`src/rtl/ahb_bus_arbiter.sv`:
```
// Round-robin AHB bus arbiter: grants one manager per address phase and holds ownership
// through fixed bursts, undefined-length INCR bursts and locked sequences.
module ahb_bus_arbiter #(
  parameter int unsigned NO_OF_MASTERS  = 2,
  parameter int unsigned HMASTER_WIDTH  = (NO_OF_MASTERS == 1) ? 1 : $clog2(NO_OF_MASTERS),
  parameter int unsigned DEFAULT_MASTER = 0
) (
  input  logic                     hclk,
  input  logic                     hresetn,
  input  logic [NO_OF_MASTERS-1:0] hbusreq,
  input  logic [NO_OF_MASTERS-1:0] hlock,
  input  logic [1:0]               htrans,
  input  logic [2:0]               hburst,
  input  logic                     hready,
  output logic [NO_OF_MASTERS-1:0] hgrant,
  output logic [HMASTER_WIDTH-1:0] hmaster,
  output logic [HMASTER_WIDTH-1:0] hmaster_data,
  output logic                     hmastlock,
  output logic                     burst_active
);

  localparam int unsigned CNT_W = 4;

  localparam logic [1:0] TRANS_IDLE   = 2'b00;
  localparam logic [1:0] TRANS_NONSEQ = 2'b10;
  localparam logic [1:0] TRANS_SEQ    = 2'b11;

  localparam logic [2:0] BURST_SINGLE = 3'd0;
  localparam logic [2:0] BURST_INCR   = 3'd1;
  localparam logic [2:0] BURST_WRAP4  = 3'd2;
  localparam logic [2:0] BURST_INCR4  = 3'd3;
  localparam logic [2:0] BURST_WRAP8  = 3'd4;
  localparam logic [2:0] BURST_INCR8  = 3'd5;
  localparam logic [2:0] BURST_WRAP16 = 3'd6;
  localparam logic [2:0] BURST_INCR16 = 3'd7;

  localparam logic [NO_OF_MASTERS-1:0] DEFAULT_GRANT =
    NO_OF_MASTERS'(1) << DEFAULT_MASTER;
  localparam logic [HMASTER_WIDTH-1:0] DEFAULT_ID = HMASTER_WIDTH'(DEFAULT_MASTER);

  typedef enum logic [1:0] {
    ST_ARB    = 2'd0,
    ST_BURST  = 2'd1,
    ST_LOCKED = 2'd2
  } state_t;

  state_t                     state_q, state_d;
  logic [CNT_W-1:0]           cnt_q, cnt_d;
  logic                       undef_q, undef_d;
  logic [HMASTER_WIDTH-1:0]   rr_q, rr_d;
  logic [NO_OF_MASTERS-1:0]   grant_d;
  logic [HMASTER_WIDTH-1:0]   master_d, mdata_d;
  logic                       mlock_d;

  logic [HMASTER_WIDTH-1:0]   winner, cand;
  logic                       win_found;
  logic                       handover;
  logic                       is_idle, is_nonseq, is_seq, is_fixed;
  logic [CNT_W-1:0]           burst_beats;

  assign is_idle   = (htrans == TRANS_IDLE);
  assign is_nonseq = (htrans == TRANS_NONSEQ);
  assign is_seq    = (htrans == TRANS_SEQ);
  assign is_fixed  = (hburst >= BURST_WRAP4);

  // Remaining SEQ beats after the NONSEQ that opens a fixed-length burst
  always_comb begin
    burst_beats = '0;
    unique case (hburst)
      BURST_WRAP4,  BURST_INCR4:  burst_beats = CNT_W'(3);
      BURST_WRAP8,  BURST_INCR8:  burst_beats = CNT_W'(7);
      BURST_WRAP16, BURST_INCR16: burst_beats = CNT_W'(15);
      default:                    burst_beats = '0;
    endcase
  end

  // Round-robin scan starting just after the last granted requester; park when idle
  always_comb begin
    win_found = 1'b0;
    winner    = DEFAULT_ID;
    cand      = '0;
    for (int unsigned k = 1; k <= NO_OF_MASTERS; k++) begin
      cand = HMASTER_WIDTH'((32'(rr_q) + k) % NO_OF_MASTERS);
      if (!win_found && hbusreq[cand]) begin
        win_found = 1'b1;
        winner    = cand;
      end
    end
  end

  always_comb begin
    state_d  = state_q;
    cnt_d    = cnt_q;
    undef_d  = undef_q;
    rr_d     = rr_q;
    grant_d  = hgrant;
    master_d = hmaster;
    mdata_d  = hmaster_data;
    mlock_d  = hmastlock;
    handover = 1'b0;

    if (hready) begin
      mdata_d = hmaster;
      unique case (state_q)
        ST_ARB: begin
          if (is_nonseq && (hburst != BURST_SINGLE)) begin
            state_d = ST_BURST;
            undef_d = (hburst == BURST_INCR);
            cnt_d   = burst_beats;
          end else begin
            handover = 1'b1;
          end
        end
        ST_BURST: begin
          if (undef_q) begin
            if (is_idle || is_nonseq || !hbusreq[hmaster]) handover = 1'b1;
          end else if (is_idle) begin
            handover = 1'b1;
          end else if (is_seq) begin
            if (cnt_q == CNT_W'(1)) begin
              cnt_d    = '0;
              handover = 1'b1;
            end else if (cnt_q != '0) begin
              cnt_d = cnt_q - CNT_W'(1);
            end
          end
        end
        ST_LOCKED: begin
          if (is_nonseq && is_fixed)         cnt_d = burst_beats;
          else if (is_seq && (cnt_q != '0))  cnt_d = cnt_q - CNT_W'(1);
          if (!hlock[hmaster] && is_idle && (cnt_q == '0)) handover = 1'b1;
        end
        default: state_d = ST_ARB;
      endcase

      if (handover) begin
        grant_d         = '0;
        grant_d[winner] = 1'b1;
        master_d        = winner;
        mlock_d         = hlock[winner] & hbusreq[winner];
        cnt_d           = '0;
        undef_d         = 1'b0;
        state_d         = mlock_d ? ST_LOCKED : ST_ARB;
        if (win_found) rr_d = winner;
      end
    end
  end

  always_ff @(posedge hclk or negedge hresetn) begin
    if (!hresetn) begin
      state_q      <= ST_ARB;
      cnt_q        <= '0;
      undef_q      <= 1'b0;
      rr_q         <= DEFAULT_ID;
      hgrant       <= DEFAULT_GRANT;
      hmaster      <= DEFAULT_ID;
      hmaster_data <= DEFAULT_ID;
      hmastlock    <= 1'b0;
      burst_active <= 1'b0;
    end else begin
      state_q      <= state_d;
      cnt_q        <= cnt_d;
      undef_q      <= undef_d;
      rr_q         <= rr_d;
      hgrant       <= grant_d;
      hmaster      <= master_d;
      hmaster_data <= mdata_d;
      hmastlock    <= mlock_d;
      burst_active <= (state_d == ST_BURST);
    end
  end

endmodule

```
`config.mk`:
```
export PLATFORM = sky130hd
export DESIGN_NAME = ahb_bus_arbiter
export DESIGN_NICKNAME = d
export VERILOG_FILES = /design/src/rtl/ahb_bus_arbiter.sv
export SDC_FILE = /design/constraint.sdc
export NUM_CORES = 1
export LEC_CHECK = 0
export ABC_AREA = 1
export BUFFER_PORTS_ARGS = -buffer_cell sky130_fd_sc_hd__buf_2
export CAP_MARGIN = 20
export CORE_MARGIN = 8
export CORE_UTILIZATION = 59
export DETAILED_ROUTE_END_ITERATION = 8
export PLACE_DENSITY = 0.83
export SLEW_MARGIN = 10
export SYNTH_ARGS = -nofsm -noshare
export SYNTH_HDL_FRONTEND = slang
export SYNTH_SLANG_ARGS = --single-unit
```
`constraint.sdc`:
```
create_clock -name hclk -period 3.2 [get_ports hclk]
set_input_delay 0.48 -clock hclk [delete_from_list [all_inputs] [get_ports hclk]]
set_output_delay 0.48 -clock hclk [all_outputs]
set_load 0.03 [all_outputs]
```
==> flow_summary_export.csv <==
group,metric,value,unit
synthesis,synth_area,1030,um^2
synthesis,avgSynthCellArea,6.90,um^2
synthesis,synthTopCellsByArea,"dfrtp_1 (29%), nand2_1 (15%), ha_1 (9.7%)",
finish,final_core_util,68.7,%
timing,clock_skew,0.000557,ns
floorplan,rows,15,
power_and_ir_drop,power_leakage,0.658,nW
setup_path,worst_setup_path_end_kind,"flip-flop",
timing,tns,0,ns
timing,hold_viol_final,0,
finish,antennaDiodeCount,0,
route,viasPerCell,5.13,
timing,relSlewSlack,78.9,%
finish,drive_gt1_share,24.1,%
flow_run,cap_violations,0,
timing,max_freq,588,MHz
floorplan,initial_utilization,61.3,%
synthesis,synthesis.nets,170,
finish,fin_cells,187,
floorplan,dieWidth,57.9,um
power_and_ir_drop,report.power.total,1.05,mW
cts,post_cts_buffers,0,
placement,routabilityCongestion,0.909,
route,ant_nets,0,
cts,hold_buffers,0,
cts,ctsResizeCount,0,
cts,h-tree-depth,1,
global_route,antenna_found_initial,0,
route,dr.pass1.iters,4,
timing,setup_violations,0,
synthesis,synthCells,150,
synthesis,yosysUniqueCellTypes,22,
timing,drv_slew,0,
floorplan,die_h,57.9,um
synthesis,ys_ff_latch,13,
cts,clock-root-buffer,"clkbuf_4",
route,wl_per_cell,11.2,um
setup_path,critical_path_class,"reg2reg",
route,drtIter0Drc,29,
finish,nNetsFinal,191,
route,drc_errors,0,
finish,area_growth_syn_to_layout,12.1,%
power_and_ir_drop,ir_drop,532,uV
cts,tritoncts,"done",
timing,worstMarginPinSlew,0.316,ns
synthesis,async_flop_share,100,%
run_status,status,"finished clean",
placement,dp_hpwl,1790,um
finish,layout_common_cells,"nand2_1 (42), inv_1 (19), buf_2 (17)",
synthesis,yosysTopAreaCellShare,29.0,%
synthesis,ys_warn_count,0,
floorplan,core,1690,um^2
setup_path,path_max_fanout,7,
synthesis,synth_area_leader_cell,"dfrtp_1",
floorplan,io_pins,18,
timing,period_needed,1.70,ns
global_route,grt_pass1_wl,3810,um
placement,numPlacedInstances,183,
setup_path,required,3.36,ns
global_route,grt_max_degree,14,
route,vias,960,
placement,io_buffers,17,
hold_path,worst_hold_path_type,"in2async",
cts,clk_latency,0.26,ns
floorplan,dieArea,3350,um^2
setup_path,startpoint_type,"flip-flop",
cts,cts.clk_slew.worst_paths,0.07,ns
synthesis,synth_edf_count,0,
global_route,gr-usage-all-layers,14.0,%
synthesis,seq_area_frac_synth,31.6,%
power_and_ir_drop,powerDensity,907,nW/um^2
timing,post-route-period-util,53.2,%
cts,numCtsBuffers,3,
finish,final_common_cell,"nand2_1",
synthesis,synthFlopType,"dfrtp_1",
global_route,grt_pass1_vias,983,
timing,rsz0062_at_grt,"no",
route,drt_wl_total,2090,um
cts,cts_buffer_depth,2,
cts,clock_sinks,13,
setup_path,critPathArrivalTime,1.86,ns
global_route,grt-ovfl-total,0,
-- cell usage after synthesis, types with 2 or more instances --
master	instances
nand2_1	42
inv_1	19
nor2_1	13
dfrtp_1	12
nand3_1	9
ha_1	8
nand4_1	8
o21ai_0	7
nand2_2	6
a21oi_1	5
inv_2	5
nor2_2	4
nand2_4	2
o21ai_1	2
-- metrics by stage --
| step | setup WS [ns] | instance area, um^2 | hold WS (ns) |
|---|---|---|---|
| finish | 1.50 | 1160 | 0.0858 |
| global route | 1.27 | 1160 | 0.0961 |
| CTS | 1.50 | 1160 | 0.0771 |
| detailed placement | 1.51 | 1130 | 0.373 |
| global placement | 1.60 | 1130 | 0.372 |
| floorplan | 1.67 | 1030 | 0.184 |
-- kinds of logic after synthesis --
logic type                 synth area share (%)
and+or+nand+nor                            40.5
buffers and inverters                      9.79
AOI/OAI and AO/OA                          7.62
DFF                                        31.6
adders and majority gates                  9.67
xor gates and xnor gates                  0.847
-- flip-flops by register name (all words and copies together), names as in the netlist --
name,flops
hmaster_data,1
undef_q,1
hgrant,2
rr_q,1
state_q,2
hmastlock,1
cnt_q,4
burst_active,1
-- where the power goes --
part | leakage [nW] | internal [mW] | switching [mW] | total [mW]
clock network | 0.0150 | 0.0482 | 0.0455 | 0.0937
logic | 0.474 | 0.224 | 0.445 | 0.670
registers | 0.169 | 0.233 | 0.0563 | 0.289
-- final cells by class --
cell class                 instances  area (um^2)
multi-input combinational        111          607
fill                             149          529
sequential                        13          327
inverter                          25         93.8
timing repair buffer              17         85.1
clock buffer                       4         26.3
tap                               17         21.3
-- critical path, stage by stage, from the launching register on --
cell     delay, ns
dfrtp_1       0.42
inv_1         0.15
ha_1          0.24
inv_1         0.07
nor2_1        0.11
nand3_1       0.10
nand2_2       0.07
inv_2         0.04
nand2_4       0.08
nand2_4       0.07
nand2_2       0.07
nand2_2       0.06
nand2_1       0.08
nand2_1       0.05
-- path summary, 6_finish.rpt --
check,from,endpoint,slack (ns),cells after the start
setup / recovery,state_q[0]$_DFF_PN0_,cnt_q[0]$_DFFE_PN0P_,1.50,13
hold / removal,hresetn,hmaster_data$_DFFE_PN0P_,0.09,1
hold reg to reg,hgrant[0]$_DFFE_PN1P_,hgrant[0]$_DFFE_PN1P_,0.47,2
setup reg to reg,state_q[0]$_DFF_PN0_,cnt_q[0]$_DFFE_PN0P_,1.50,13
min in group hclk,hgrant[0]$_DFFE_PN1P_,hgrant[0]$_DFFE_PN1P_,0.47,2
max in group asynchronous,hresetn,hgrant[0]$_DFFE_PN1P_,2.84,1
-- layer usage --
layer | share of wire, % | GRT usage (%)
met4 | 0.67 | 8.39
met2 | 48 | 22.0
met3 | 5.0 | 2.21
met5 | 0 | 0
met1 | 46 | 17.5
(Power assumes the default switching activity.)
